<file path="src/rtl/vault_pkg.sv">
// Shared encodings for the puzzle vault: FSM state codes and time-lock status codes.
// Latency: n/a (types, constants and pure functions only).
// Backpressure: n/a.
package vault_pkg;

  // The stage output carries these codes directly, so the values are fixed.
  typedef enum logic [2:0] {
    ST_IDLE    = 3'd0,
    ST_SWITCH  = 3'd1,
    ST_DIR     = 3'd2,
    ST_PLATE   = 3'd3,
    ST_DONE    = 3'd4,
    ST_LOCKOUT = 3'd5,
    ST_ALARM   = 3'd6
  } vault_state_t;

  localparam logic [1:0] TL_NORMAL  = 2'b00;
  localparam logic [1:0] TL_LOCKOUT = 2'b01;
  localparam logic [1:0] TL_ALARM   = 2'b10;
  localparam logic [1:0] TL_DONE    = 2'b11;

  function automatic logic [1:0] tl_code(input vault_state_t s);
    case (s)
      ST_LOCKOUT: tl_code = TL_LOCKOUT;
      ST_ALARM:   tl_code = TL_ALARM;
      ST_DONE:    tl_code = TL_DONE;
      default:    tl_code = TL_NORMAL;
    endcase
  endfunction

  // States in which the player is expected to act and the inactivity timer runs.
  function automatic logic is_wait_state(input vault_state_t s);
    is_wait_state = (s == ST_SWITCH) || (s == ST_DIR) || (s == ST_PLATE);
  endfunction

endpackage

</file>
<file path="src/rtl/plate_seq_matcher.sv">
// Tracks progress through the pressure-plate sequence with hold-tolerant entry detection.
// Latency: entry/match/last flags are combinational on the current plate; progress updates next edge.
// Backpressure: none; every enabled cycle is evaluated, repeated equal values are ignored.
//
// Ports:
//   i_clk, i_rst_n : clock, async active-low reset
//   i_clr          : drop all progress (index, last value, first-entry flag)
//   i_en           : plate-stage enable qualified by the FSM being in PLATE
//   i_plate        : current plate value
//   o_entry        : this cycle is a new entry
//   o_match        : current plate equals the expected sequence element
//   o_last         : expected element is the final one of the sequence
module plate_seq_matcher
  import vault_pkg::*;
#(
  parameter int                           PLATE_W   = 8,
  parameter int                           SEQ_LEN   = 3,
  parameter logic [SEQ_LEN*PLATE_W-1:0]   PLATE_SEQ = {8'hF0, 8'hCC, 8'hAA}
) (
  input  logic               i_clk,
  input  logic               i_rst_n,
  input  logic               i_clr,
  input  logic               i_en,
  input  logic [PLATE_W-1:0] i_plate,
  output logic               o_entry,
  output logic               o_match,
  output logic               o_last
);

  localparam int IDX_W = (SEQ_LEN > 1) ? $clog2(SEQ_LEN) : 1;

  logic [IDX_W-1:0]   r_idx;
  logic [PLATE_W-1:0] r_last_val;
  logic               r_have;
  logic [PLATE_W-1:0] w_exp;

  // Element 0 sits in the LSBs of PLATE_SEQ.
  always_comb begin
    w_exp = '0;
    for (int k = 0; k < SEQ_LEN; k++) begin
      if (r_idx == IDX_W'(k)) begin
        w_exp = PLATE_SEQ[k*PLATE_W +: PLATE_W];
      end
    end
  end

  // A held plate produces one entry: only the first enabled cycle or a changed value counts.
  assign o_entry = i_en && (!r_have || (i_plate != r_last_val));
  assign o_match = (i_plate == w_exp);
  assign o_last  = (r_idx == IDX_W'(SEQ_LEN - 1));

  always_ff @(posedge i_clk or negedge i_rst_n) begin
    if (!i_rst_n) begin
      r_idx      <= '0;
      r_last_val <= '0;
      r_have     <= 1'b0;
    end else if (i_clr) begin
      r_idx      <= '0;
      r_last_val <= '0;
      r_have     <= 1'b0;
    end else if (o_entry) begin
      r_last_val <= i_plate;
      r_have     <= 1'b1;
      if (o_match && !o_last) begin
        r_idx <= r_idx + IDX_W'(1);
      end
    end
  end

endmodule

</file>
<file path="src/rtl/puzzle_vault_ctrl.sv">
// Puzzle vault FSM: switch, direction and plate stages with inactivity timeout, lockout and alarm.
// Latency: every output is registered; a qualifying input is reflected one clock later.
// Backpressure: none; strobes for stages other than the current one are simply ignored.
//
// Ports:
//   clk, reset     : clock, async active-low reset
//   code_in        : start strobe (IDLE only)
//   check2/switch_in, valid3/dir_in, check4/plate_in : stage strobes and their data
//   stage          : current state code
//   all_done/vault : level, puzzle solved
//   escape         : one-cycle pulse on first DONE cycle
//   alarm          : sticky alarm level
//   time_lock_out  : 00 normal, 01 lockout, 10 alarm, 11 done
//   fail_cnt       : failures since reset or solve
module puzzle_vault_ctrl
  import vault_pkg::*;
#(
  parameter int                         SW_W           = 4,
  parameter int                         PLATE_W        = 8,
  parameter int                         SEQ_LEN        = 3,
  parameter int                         MAX_FAILS      = 3,
  parameter int                         LOCK_CYCLES    = 16,
  parameter int                         TIMEOUT_CYCLES = 64,
  parameter logic [SW_W-1:0]            SW_KEY         = 4'b1010,
  parameter logic [2:0]                 DIR_KEY        = 3'b010,
  parameter logic [SEQ_LEN*PLATE_W-1:0] PLATE_SEQ      = {8'hF0, 8'hCC, 8'hAA}
) (
  input  logic                           clk,
  input  logic                           reset,
  input  logic                           code_in,
  input  logic                           check2,
  input  logic [SW_W-1:0]                switch_in,
  input  logic                           valid3,
  input  logic [2:0]                     dir_in,
  input  logic                           check4,
  input  logic [PLATE_W-1:0]             plate_in,
  output logic [2:0]                     stage,
  output logic                           all_done,
  output logic                           vault,
  output logic                           escape,
  output logic                           alarm,
  output logic [1:0]                     time_lock_out,
  output logic [$clog2(MAX_FAILS+1)-1:0] fail_cnt
);

  localparam int FC_W = $clog2(MAX_FAILS + 1);
  localparam int IT_W = $clog2(TIMEOUT_CYCLES);
  localparam int LT_W = (LOCK_CYCLES > 1) ? $clog2(LOCK_CYCLES) : 1;

  vault_state_t    r_state;
  vault_state_t    w_next;
  logic [IT_W-1:0] r_idle_tmr;
  logic [LT_W-1:0] r_lock_tmr;
  logic [FC_W-1:0] r_fail_cnt;
  logic [FC_W-1:0] w_fail_inc;
  logic            r_done;
  logic            r_escape;
  logic            r_alarm;
  logic [1:0]      r_tlo;
  logic            w_fail;
  logic            w_timeout;
  logic            w_entry;
  logic            w_match;
  logic            w_last;
  logic            w_plate_en;
  logic            w_plate_clr;

  assign w_timeout   = (r_idle_tmr == IT_W'(TIMEOUT_CYCLES - 1));
  assign w_fail_inc  = r_fail_cnt + FC_W'(1);
  assign w_plate_en  = check4 && (r_state == ST_PLATE);
  // Progress is dropped as soon as a failure happens and whenever we are outside PLATE.
  assign w_plate_clr = (r_state != ST_PLATE) || w_fail;

  plate_seq_matcher #(
    .PLATE_W   (PLATE_W),
    .SEQ_LEN   (SEQ_LEN),
    .PLATE_SEQ (PLATE_SEQ)
  ) u_matcher (
    .i_clk   (clk),
    .i_rst_n (reset),
    .i_clr   (w_plate_clr),
    .i_en    (w_plate_en),
    .i_plate (plate_in),
    .o_entry (w_entry),
    .o_match (w_match),
    .o_last  (w_last)
  );

  always_ff @(posedge clk or negedge reset) begin
    if (!reset) begin
      r_state <= ST_IDLE;
    end else begin
      r_state <= w_next;
    end
  end

  // A strobe in its own stage always wins over a timeout in the same cycle.
  always_comb begin
    w_next = r_state;
    w_fail = 1'b0;
    case (r_state)
      ST_IDLE: begin
        if (code_in) w_next = ST_SWITCH;
      end
      ST_SWITCH: begin
        if (check2) begin
          if (switch_in == SW_KEY) w_next = ST_DIR;
          else                     w_fail = 1'b1;
        end else if (w_timeout) begin
          w_fail = 1'b1;
        end
      end
      ST_DIR: begin
        if (valid3) begin
          if (dir_in == DIR_KEY) w_next = ST_PLATE;
          else                   w_fail = 1'b1;
        end else if (w_timeout) begin
          w_fail = 1'b1;
        end
      end
      ST_PLATE: begin
        if (w_entry) begin
          if (!w_match)    w_fail = 1'b1;
          else if (w_last) w_next = ST_DONE;
        end else if (w_timeout) begin
          w_fail = 1'b1;
        end
      end
      ST_LOCKOUT: begin
        if (r_lock_tmr == LT_W'(LOCK_CYCLES - 1)) w_next = ST_IDLE;
      end
      default: begin
        // DONE and ALARM hold until reset.
        w_next = r_state;
      end
    endcase
    if (w_fail) begin
      w_next = (w_fail_inc == FC_W'(MAX_FAILS)) ? ST_ALARM : ST_LOCKOUT;
    end
  end

  // Timers and failure bookkeeping.
  always_ff @(posedge clk or negedge reset) begin
    if (!reset) begin
      r_idle_tmr <= '0;
      r_lock_tmr <= '0;
      r_fail_cnt <= '0;
    end else begin
      if ((w_next != r_state) || w_entry) begin
        r_idle_tmr <= '0;
      end else if (is_wait_state(r_state)) begin
        r_idle_tmr <= r_idle_tmr + IT_W'(1);
      end else begin
        r_idle_tmr <= '0;
      end

      if ((r_state == ST_LOCKOUT) && (w_next == ST_LOCKOUT)) begin
        r_lock_tmr <= r_lock_tmr + LT_W'(1);
      end else begin
        r_lock_tmr <= '0;
      end

      if (w_fail) begin
        r_fail_cnt <= w_fail_inc;
      end else if ((w_next == ST_DONE) && (r_state != ST_DONE)) begin
        r_fail_cnt <= '0;
      end
    end
  end

  // Status outputs are registered from the next state so they line up with stage.
  always_ff @(posedge clk or negedge reset) begin
    if (!reset) begin
      r_done   <= 1'b0;
      r_escape <= 1'b0;
      r_alarm  <= 1'b0;
      r_tlo    <= TL_NORMAL;
    end else begin
      r_done   <= (w_next == ST_DONE);
      r_escape <= (w_next == ST_DONE) && (r_state != ST_DONE);
      r_alarm  <= (w_next == ST_ALARM);
      r_tlo    <= tl_code(w_next);
    end
  end

  assign stage         = r_state;
  assign all_done      = r_done;
  assign vault         = r_done;
  assign escape        = r_escape;
  assign alarm         = r_alarm;
  assign time_lock_out = r_tlo;
  assign fail_cnt      = r_fail_cnt;

endmodule

</file>
<file path="config.mk">
export PLATFORM = sky130hd
export DESIGN_NAME = puzzle_vault_ctrl
export DESIGN_NICKNAME = d
export VERILOG_FILES = /design/src/rtl/vault_pkg.sv /design/src/rtl/plate_seq_matcher.sv /design/src/rtl/puzzle_vault_ctrl.sv
export SDC_FILE = /design/constraint.sdc
export NUM_CORES = 1
export LEC_CHECK = 0
export ABC_CLOCK_PERIOD_IN_PS = 4890
export CAP_MARGIN = 20
export CORE_ASPECT_RATIO = 1.1
export CORE_MARGIN = 2
export CORE_UTILIZATION = 54
export CTS_BUF_LIST = sky130_fd_sc_hd__clkbuf_2 sky130_fd_sc_hd__clkbuf_4 sky130_fd_sc_hd__clkbuf_8
export DETAILED_ROUTE_END_ITERATION = 10
export HOLD_SLACK_MARGIN = 0.03
export PLACE_DENSITY = 0.82
export SETUP_SLACK_MARGIN = 0.2
export SLEW_MARGIN = 0
export SYNTH_ARGS = -nofsm -noshare
export SYNTH_HDL_FRONTEND = slang
export SYNTH_SLANG_ARGS = --single-unit
</file>
<file path="constraint.sdc">
create_clock -name clk -period 4.89 [get_ports clk]
set_clock_uncertainty 0.1 [all_clocks]
set_input_delay 1.467 -clock clk [delete_from_list [all_inputs] [get_ports clk]]
set_output_delay 1.467 -clock clk [all_outputs]
set_load 0.005 [all_outputs]
</file>
# Word-level counts from Yosys, hierarchy flattened
# Index checks and enable logic that the tools add are counted.
[word_totals]
regBits = 31
mem_bits_rw = 0
latchBits = 0
memories = 0
in_bits = 21
elab_cells = 88
mem_bits_ro = 0
[op_classes]
eq_ne = 19
n_lt_le_gt_ge = 0
n_bitwise = 0
shift = 0
div = 0
n_addsub = 4
n_reduce_logical = 18
muxes = 36
mul = 0
[ops]
columns = ["operator", "count"]
rows = [
  ["2-to-1 mux 8 bit", 5],
  ["2-to-1 mux 3 bit", 10],
  ["case mux 3 bit (5 select lines)", 1],
  ["equality test 3 bit (second input constant)", 4],
  ["2-to-1 mux 2 bit", 6],
  ["2-to-1 mux 6 bit", 2],
  ["equality test 3 x 2 -> 1 bit (second input constant)", 3],
  ["2-to-1 mux 1 bit", 9],
  ["equality test 4 bit (second input constant)", 2],
  ["equality test 8 bit", 1],
  ["inequality test 8 bit", 1],
  ["adder 6 x 1 -> 6 bit (second input constant)", 1],
  ["equality test 6 bit (second input constant)", 1],
  ["case mux 2 bit (3 select lines)", 1],
  ["nonzero test 2 bit", 3],
  ["logical AND 1 bit", 5],
  ["logical OR 1 bit", 5],
  ["adder 2 x 1 -> 2 bit (second input constant)", 2],
  ["adder 4 x 1 -> 4 bit (second input constant)", 1],
  ["equality test 2 bit (second input constant)", 2],
  ["2-to-1 mux 4 bit", 1],
  ["equality test 3 x 1 -> 1 bit (second input constant)", 1],
  ["logical NOT 3 bit", 1],
  ["inequality test 3 x 2 -> 1 bit (second input constant)", 1],
  ["7 further kinds", 8],
]

# Logic depth before layout (Yosys ltp)
# Gate-level depths: netlist (run 1).
[depth]
ltp_word = 13
depth_mapped = 9
mapped_depth_nobuf = 9

# Modules after synthesis
# From an unflattened synthesis (run 1), not the netlist that was laid out.
[unflattened]
cells_unflattened = 197
area_unflattened_um2 = 1930.6
[modules_own_cells]
columns = ["module", "area_per_inst_um2", "cells_per_inst", "n_inst"]
rows = [
  ["puzzle_vault_ctrl", 1157.4, 117, 1],
  ["plate_seq_matcher", 773.2, 80, 1],
]

# Worst setup path after synthesis (run 1)
# OpenSTA, ideal clock, no wires.
[synth_timing]
path_kind = "input port to flip-flop"
start = "in plate_in[2]"
end = "reg r_state[1], in the netlist stage[1]"
required_ns = 4.662
path_buffers = 1
slack_ns = 1.527
path_stages = 7
arrival_ns = 3.136
cell_sequence = "xor2_1 -> nor4_4 -> nand3_2 -> nor4_4 -> o31a_1 -> buf_2 -> mux2_1"
[synth_via]
elab_chain_cells = 6
elab_cells_between_ends = 11
[synth_lines]
columns = ["item", "line", "source"]
rows = [
  ["start, declared", "puzzle_vault_ctrl.sv:36", "input logic [PLATE_W-1:0] plate_in,"],
  ["inequality test 8 bit", "plate_seq_matcher.sv:48", "assign o_entry = i_en && (!r_have || (i_plate != r_last_val));"],
  ["logical OR 1 bit", "plate_seq_matcher.sv:48", ""],
  ["logical AND 1 bit", "plate_seq_matcher.sv:48", ""],
  ["2-to-1 mux 3 bit / 2-to-1 mux 1 bit (equally long branches)", "puzzle_vault_ctrl.sv:122", "if (w_entry) begin"],
  ["case mux 3 bit (5 select lines) / case mux 1 bit (3 select lines) (equally long branches)", "puzzle_vault_ctrl.sv:101", "case (r_state)"],
  ["2-to-1 mux 3 bit *", "puzzle_vault_ctrl.sv:137", "if (w_fail) begin"],
  ["via w_next[1]", "puzzle_vault_ctrl.sv:51", "vault_state_t w_next;"],
  ["end signal, assigned", "puzzle_vault_ctrl.sv:93", "r_state <= w_next;"],
  ["end, declared", "puzzle_vault_ctrl.sv:50", "vault_state_t r_state;"],
]
# The timed path passes the listed nets; every way through them passes the cells marked *.
# A chain may end at the register's enable or synchronous reset.

# Final worst setup path (run 1)
# Ends and elaborated chain as after synthesis.

==> run summary, run 1 <==
The number of design-rule violations left by the first detailed-router iteration is 43. The number of maximum-capacitance violations came out at 0. The fraction of layout instances using a drive strength above 1 came out at 8.91%. The kind of critical path is in2reg. The critical path capture point type is a flip-flop. The floorplan step defined a die boundary enclosing 3760 um2.

The number of distinct library cells after synthesis is 47. The number of antenna violations at the first check in global routing came out at 0. TritonCTS built the clock tree. The total number of clock tree sinks came out at 31.

The area growth from synthesis to layout is 23.3%. The share of total power dissipated in combinational logic is 30.8%. The total of warnings raised by yosys is 0. The floorplan die height came out at 64.1 um. By area the synthesized netlist is led by sky130_fd_sc_hd__dfrtp_1, sky130_fd_sc_hd__xnor2_1, sky130_fd_sc_hd__ha_1. Of the total power, the share spent switching nets is 30.5%. After synthesis, the share of flip-flops with an asynchronous set or reset is 100%. The top-level I/O count came out at 32.

The sequential group share of total power is 43.0%. The portion of synthesized cell area occupied by the leading cell type is 43.8%. The wire-length estimate of the detail-placed layout is 2800 um.

The global-route usage over all layers is 21.4%. The largest fanout on the critical path is 10. The number of fill cells is 225. The sequential cell area fraction in the yosys report is 43.8%.

The detailed-routing iteration count for the pre-antenna-repair pass is 7. The number of diodes is 0. The number of flops mapped to enable cells by yosys is 0. The net count of the finished layout is 229. The number of gates given a new drive strength after cts came out at 0. Summing over every cut layer, the via total after detailed routing is 1385.

The number of H-tree levels is 2. The switching power is 244 uW. After clock tree synthesis, the clock-pin slew on the worst setup and hold paths is 0.10 ns. At the worst endpoint, the required time is 5.01 ns. Across the VDD grid, the largest voltage drop is 0.000281 V.

The mean routed wirelength per cell came out at 15.7 um. The largest net degree at the start of global routing came out at 32. The setup TNS came out at 0 ns. The row count came out at 21. Using the TritonRoute via totals, the vias-per-cell ratio works out to 5.87. The maximum clock rate is 264 MHz. The number of port buffers came out at 31.

The measured slew at the worst slew-check pin is 0.950 ns. The number of buffers added by the clock tree synthesis step came out at 5. After detailed routing, the number of remaining DRC violations is 3.

The number of synthesized register bits is 31. The run finished, with violations left. The cell count after synthesis came out at 167. The total wire length is 3710 um.

The smallest clock period supported by the final layout is computed as 3.78 ns. The net count after synthesis is 195. The data arrival time of the critical path came out at 3.91 ns. The path depth of the worst reg2reg path is 8. Sorting the synthesized cells by how often they occur yields sky130_fd_sc_hd__dfrtp_1, sky130_fd_sc_hd__xnor2_1, sky130_fd_sc_hd__nand2_1, sky130_fd_sc_hd__nor2_1. The largest total area in the synthesized netlist belongs to sky130_fd_sc_hd__dfrtp_1.

In this run the power density over the cells is 366 nW/um2. The number of buffers between clock root and the deepest sink came out at 2. The antenna violation net count after detailed routing came out at 0. Setup repair after global routing left no endpoint under its margin.

The first global-routing pass estimated 6020 um of wire. The number of buffers added for setup after CTS came out at 0. In this run, the clock network consumes 26.3% of the power.

Routability-driven placement finished with a final weighted congestion of 0.870. The count of endpoints failing hold in the final timing report came out at 0. The relative max-transition margin came out at 35.9%. The width of the die is 58.6 um.

The clock insertion delay at the later pin of the skew report came out at 0.33 ns. The number of pins with negative max-slew slack in the final report came to 0. The cell area after technology mapping is 1770 um2. The leakage power came out at 0.914 nW. For this run, the leading register cell type out of synthesis is sky130_fd_sc_hd__dfrtp_1. The worst setup path is launched from an input port. The number of instances on the worst hold path came out at 1.

The core region is 3100 um2. The number of global-route vias before repair is 1354. Setup violations remaining at the end of the flow were counted as 0.

The final reports fail on design-rule violations. For this run, the share of the core covered by cells in the final layout is 70.5%. After synthesis, the mean cell area works out to 10.6 um2.

The period utilization came out at 77.4%. The starting density of the core came out at 57.2%. The hold buffer count at CTS is 0. The remaining global-route overflow came out at 0. Across all register-to-register paths, the minimum setup slack is 1.92 ns. Yosys instantiated no cell more often than sky130_fd_sc_hd__dfrtp_1. CTS placed an instance of sky130_fd_sc_hd__clkbuf_4 at the clock tree root. Internal power comes to 556 uW.

The type of the tightest min-delay check is reg2reg.
[registers in the layout, summed over array words and instances (netlist names)]
signal	cells
r_lock_tmr	4
escape	1
fail_cnt	2
all_done	1
time_lock_out	2
stage	3
alarm	1
r_idle_tmr	6
u_matcher.r_idx	2
u_matcher.r_have	1
u_matcher.r_last_val	8
[metrics by stage]
step	cells	area, um2	hold WS, ns	worst slack (ns)	total power, mW
after floorplan	167	1770	0.333	1.53	0.479
after global placement	227	2090	0.351	0.745	0.584
after detailed placement	227	2090	0.359	0.440	0.596
after CTS	235	2180	0.372	0.888	0.805
after global routing	236	2190	0.377	0.956	0.847
final	236	2190	0.366	1.11	0.800
[power by group through the flow]
stage / clock network, mW / logic (mW) / registers [mW]
final: 0.210 / 0.246 / 0.344
after floorplan: 0 / 0.147 / 0.333
after detailed placement: 0 / 0.247 / 0.349
after CTS: 0.213 / 0.248 / 0.344
after global placement: 0 / 0.239 / 0.345
after global routing: 0.225 / 0.271 / 0.351
[area by class of cell]
class / count / area [um2] / area share (%)
Tap cell: 34 / 42.5 / 1.95
Clock buffer: 6 / 51.3 / 2.35
Clock inverter: 2 / 35.0 / 1.60
Timing Repair Buffer: 33 / 323 / 14.8
Sequential cell: 31 / 776 / 35.5
Multi-Input combinational cell: 123 / 932 / 42.6
Inverter: 7 / 26.3 / 1.20
[cells by family after synthesis]
family	after synthesis	share of synthesized area [%]
AO/OA/AOI/OAI	39	16.9
XOR/XNOR	21	10.4
adder cells (fa/ha/maj)	7	4.94
buffers and inverters	13	3.67
flip-flops	31	43.8
multiplexers	5	2.89
AND/OR/NAND/NOR	51	17.4
[cell usage in the layout, fill, tap and decap left out, types with 5 or more instances in the layout]
| master | n |
|---|---|
| sky130_fd_sc_hd__a211oi_1 | 8 |
| sky130_fd_sc_hd__a22o_1 | 6 |
| sky130_fd_sc_hd__xor2_1 | 8 |
| sky130_fd_sc_hd__o21ai_0 | 5 |
| sky130_fd_sc_hd__clkdlybuf4s50_1 | 31 |
| sky130_fd_sc_hd__nor2_1 | 9 |
| sky130_fd_sc_hd__clkbuf_4 | 5 |
| sky130_fd_sc_hd__inv_1 | 7 |
| sky130_fd_sc_hd__nand2_1 | 9 |
| sky130_fd_sc_hd__nand3_1 | 8 |
| sky130_fd_sc_hd__xnor2_1 | 13 |
| sky130_fd_sc_hd__dfrtp_1 | 31 |
| sky130_fd_sc_hd__ha_1 | 7 |
[routing by layer]
metal	vias up	part of all wire, %	track usage, %
li1	677	-	-
met1	667	43	25.4
met2	35	51	36.8
met3	6	5.3	6.48
met4	0	1.6	6.53
met5	-	0	0
[path summary, 6_finish.rpt]
kind | startpoint | to
worst max-delay path | plate_in[2] | stage[1]$_DFF_PN0_
worst min-delay path | r_lock_tmr[0]$_DFF_PN0_ | r_lock_tmr[0]$_DFF_PN0_
worst max register to register | u_matcher.r_idx[1]$_DFFE_PN0P_ | r_idle_tmr[2]$_DFF_PN0_
worst min register to register | r_lock_tmr[0]$_DFF_PN0_ | r_lock_tmr[0]$_DFF_PN0_
max in group asynchronous | reset | r_idle_tmr[5]$_DFF_PN0_
min in group asynchronous | reset | u_matcher.r_last_val[2]$_DFFE_PN0P_
[worst max-delay path, cell delays in order]
cell and delay [ns]:
sky130_fd_sc_hd__clkdlybuf4s50_1 0.47, sky130_fd_sc_hd__xor2_1 0.22, sky130_fd_sc_hd__nor4_4 0.30, sky130_fd_sc_hd__nand3_2 0.14, sky130_fd_sc_hd__nor4_4 0.54, sky130_fd_sc_hd__o31a_1 0.40, sky130_fd_sc_hd__mux2_1 0.36
Note: power is estimated with default switching activity, not from simulation.
==> inputs of run 2 (changes only) <==
Settings changed: ABC_CLOCK_PERIOD_IN_PS 4890 to 3200, CORE_UTILIZATION 54 to 49, PLACE_DENSITY 0.82 to 0.78.
Clock period 4.89 ns to 3.2 ns, I/O delays scaled along.
==> run summary, run 2 (synthesized netlist as in run 1, its figures left out) <==
The area inside the core boundary is 3410 um2 (+10%). The type of the tightest min-delay check is reg2reg. Clock tree synthesis selected as its root buffer the cell sky130_fd_sc_hd__clkbuf_4. The critical path capture point type is a flip-flop. The vias per cell came out at 5.53 (-5.7%). The setup TNS is 0 ns (unchanged). The flip-flop count of the largest register, all copies and words added came out at 8 (unchanged). The total number of clock tree sinks came out at 31 (unchanged). The number of H-tree levels is 2 (unchanged). The leakage power came out at 1.01 nW (+10%). The antenna violation net count after detailed routing came to 0 (unchanged). The number of antenna violations at the first check in global routing came out at 0 (unchanged). The area of the die is 4120 um2 (+9.5%). The row count is 22 (+4.8%). The area growth from synthesis to layout is 32.3%. The routability congestion estimate came out at 0.884 (+1.7%). The number of buffers between clock root and the deepest sink is 2 (unchanged). The mean routed wirelength per cell is 15.0 um (-4.8%). The total wire length is 4000 um (+7.7%). The shortest clock period the worst path allows after layout came out at 2.96 ns. The relative max-transition margin came out at 68.8% (+33 points). The number of vias after detailed routing is 1477 (+6.6%). The clock insertion delay at the later pin of the skew report came to 0.33 ns (about the same). The largest fanout on the critical path is 4 (-6). The measured slew at the worst slew-check pin is 0.461 ns (-0.489 ns). The total power draw came to 1.16 mW (+46%). The number of setup violations in the final report is 0 (unchanged). The maximum vdd ir drop is 0.000299 V (+6.5%). The number of buffers added by the clock tree synthesis step is 5 (unchanged).

TritonCTS built the clock tree. The number of global-route vias before repair is 1497 (+11%). The detailed-routing iteration count for the pre-antenna-repair pass came out at 4 (-3). By startpoint and endpoint, the worst setup path is classified as in2reg. The residual DRC count was 0 (-3). The most frequent standard cell in the layout excluding fill and tap cells is sky130_fd_sc_hd__dfrtp_1.

The number of port buffers was 31 (unchanged). The remaining global-route overflow is 0 (unchanged). The worst setup path is launched from an input port.

The global-route usage over all layers came out at 21.7% (+0.28 points). Setup repair after global routing could not meet its margin everywhere. The width of the die is 61.4 um (+4.6%). The wire length of the first global-routing pass was 6440 um (+7.1%). The power density normalized to cell area is 497 nW/um2 (+36%).

The data arrival time of the critical path was 3.13 ns (-0.78 ns). The required time at the endpoint of the critical path came out at 3.37 ns (-1.64 ns). The net count of the finished layout is 246 (+7.4%). The run finished with clean final reports. The library cells used most frequently in the layout, excluding fill and tap cells, are sky130_fd_sc_hd__dfrtp_1, sky130_fd_sc_hd__clkdlybuf4s50_1, sky130_fd_sc_hd__buf_4, sky130_fd_sc_hd__xnor2_1. The count of endpoints failing hold in the final timing report is 0 (unchanged). The number of maximum-capacitance violations was 0 (unchanged). The largest net degree at the start of global routing was 32 (unchanged). The HPWL after detailed placement came out at 2980 um (+6.2%).

The top-level I/O count came out at 32 (unchanged). Of the available clock period, the critical path in the final layout requires 92.5%. The number of pins with negative max-slew slack in the final report is 0 (unchanged). The largest registers in the layout are u_matcher.r_last_val x8, r_idle_tmr x6, r_lock_tmr x4. The starting density of the core is 51.9% (-5.2 points). The number of diodes is 0 (unchanged). The number of fill cells came out at 270 (+20%). The floorplan die height came to 67.1 um (+4.7%). The clock transition at the registers of the reported paths is 0.09 ns (about the same). Derived from the worst setup path, the maximum achievable clock frequency is 338 MHz. The hold buffer count at CTS came to 0 (unchanged). Counting flops per register, the top entry is u_matcher.r_last_val. The number of design-rule violations left by the first detailed-router iteration is 57 (+33%).

The fraction of layout instances using a drive strength above 1 is 18.7% (+9.8 points).
## run 2: changes by cell type in the layout (fill, tap and decap cells not counted), sizes merged
| cell | previous run | this run |
|---|---|---|
| clkbuf | 6 | 7 |
| clkdlybuf4s50 | 31 | 29 |
| dlymetal6s2s | 0 | 2 |
| bufinv | 1 | 0 |
| buf | 2 | 19 |
## run 2: metal layers
| metal | up-vias | share of wire (%) | wire length [um] | global-route usage, % |
|---|---|---|---|---|
| met5 | - | 0 | 0 | 0 |
| met4 | 0 | 1.9 | 76 | 9.84 |
| met3 | 7 | 5.2 | 208 | 5.05 |
| met2 | 39 | 52 | 2070 | 37.6 |
| met1 | 718 | 41 | 1640 | 24.7 |
| li1 | 713 | - | - | - |
## run 2: worst paths after layout
kind	startpoint	endpoint	slack, ns	depth (start not counted)
max	plate_in[4]	u_matcher.r_last_val[7]$_DFFE_PN0P_	0.24	8
min	r_lock_tmr[0]$_DFF_PN0_	r_lock_tmr[0]$_DFF_PN0_	0.37	1
max reg2reg	u_matcher.r_idx[0]$_DFFE_PN0P_	stage[1]$_DFF_PN0_	0.56	8
min reg2reg	r_lock_tmr[0]$_DFF_PN0_	r_lock_tmr[0]$_DFF_PN0_	0.37	1
max in group asynchronous	reset	r_lock_tmr[2]$_DFF_PN0_	1.80	2
min in group asynchronous	reset	r_idle_tmr[2]$_DFF_PN0_	0.91	2
## run 2: cell type report
class                      count  area (um2)  share of cell area, %
clock buffer                   7        52.6                   2.24
clock inverter                 1        5.00                  0.213
inverter                       7        26.3                   1.12
multi-input combinational    123         965                   41.1
sequential                    31         776                   33.1
tap                           48        60.1                   2.56
timing repair buffer          50         462                   19.7
## run 2: metrics by stage
step,hold slack (ns),setup WS (ns),area [um2],utilization [%],instances
6_report,0.368,0.241,2350,68.7,267
2_1_floorplan,0.333,0.344,1770,-,167
5_1_grt,0.411,0.160,2350,68.7,267
4_1_cts,0.370,0.203,2300,67.3,266
3_3_place_gp,0.344,-0.105,2220,65.2,256
3_5_place_dp,0.357,-0.183,2220,65.2,256
## run 2: what timing repair did
item	CTS	global route
pin swaps	1	3
resized for setup	0	10
endpoints found under the setup margin	8	22
setup buffers	2	1
## run 2: critical path: stages
cell	delay, ns
sky130_fd_sc_hd__clkdlybuf4s50_1	0.45
sky130_fd_sc_hd__xor2_1	0.21
sky130_fd_sc_hd__nor4_4	0.27
sky130_fd_sc_hd__nand3_2	0.12
sky130_fd_sc_hd__or4_4	0.55
sky130_fd_sc_hd__a211oi_4	0.26
sky130_fd_sc_hd__buf_4	0.18
sky130_fd_sc_hd__a22o_1	0.14
## run 2: power breakdown
group | switching [mW] | total, mW | internal (mW)
Sequential | 0.0734 | 0.528 | 0.454
Combinational | 0.176 | 0.406 | 0.229
Clock | 0.129 | 0.232 | 0.102
Total | 0.379 | 1.16 | 0.786
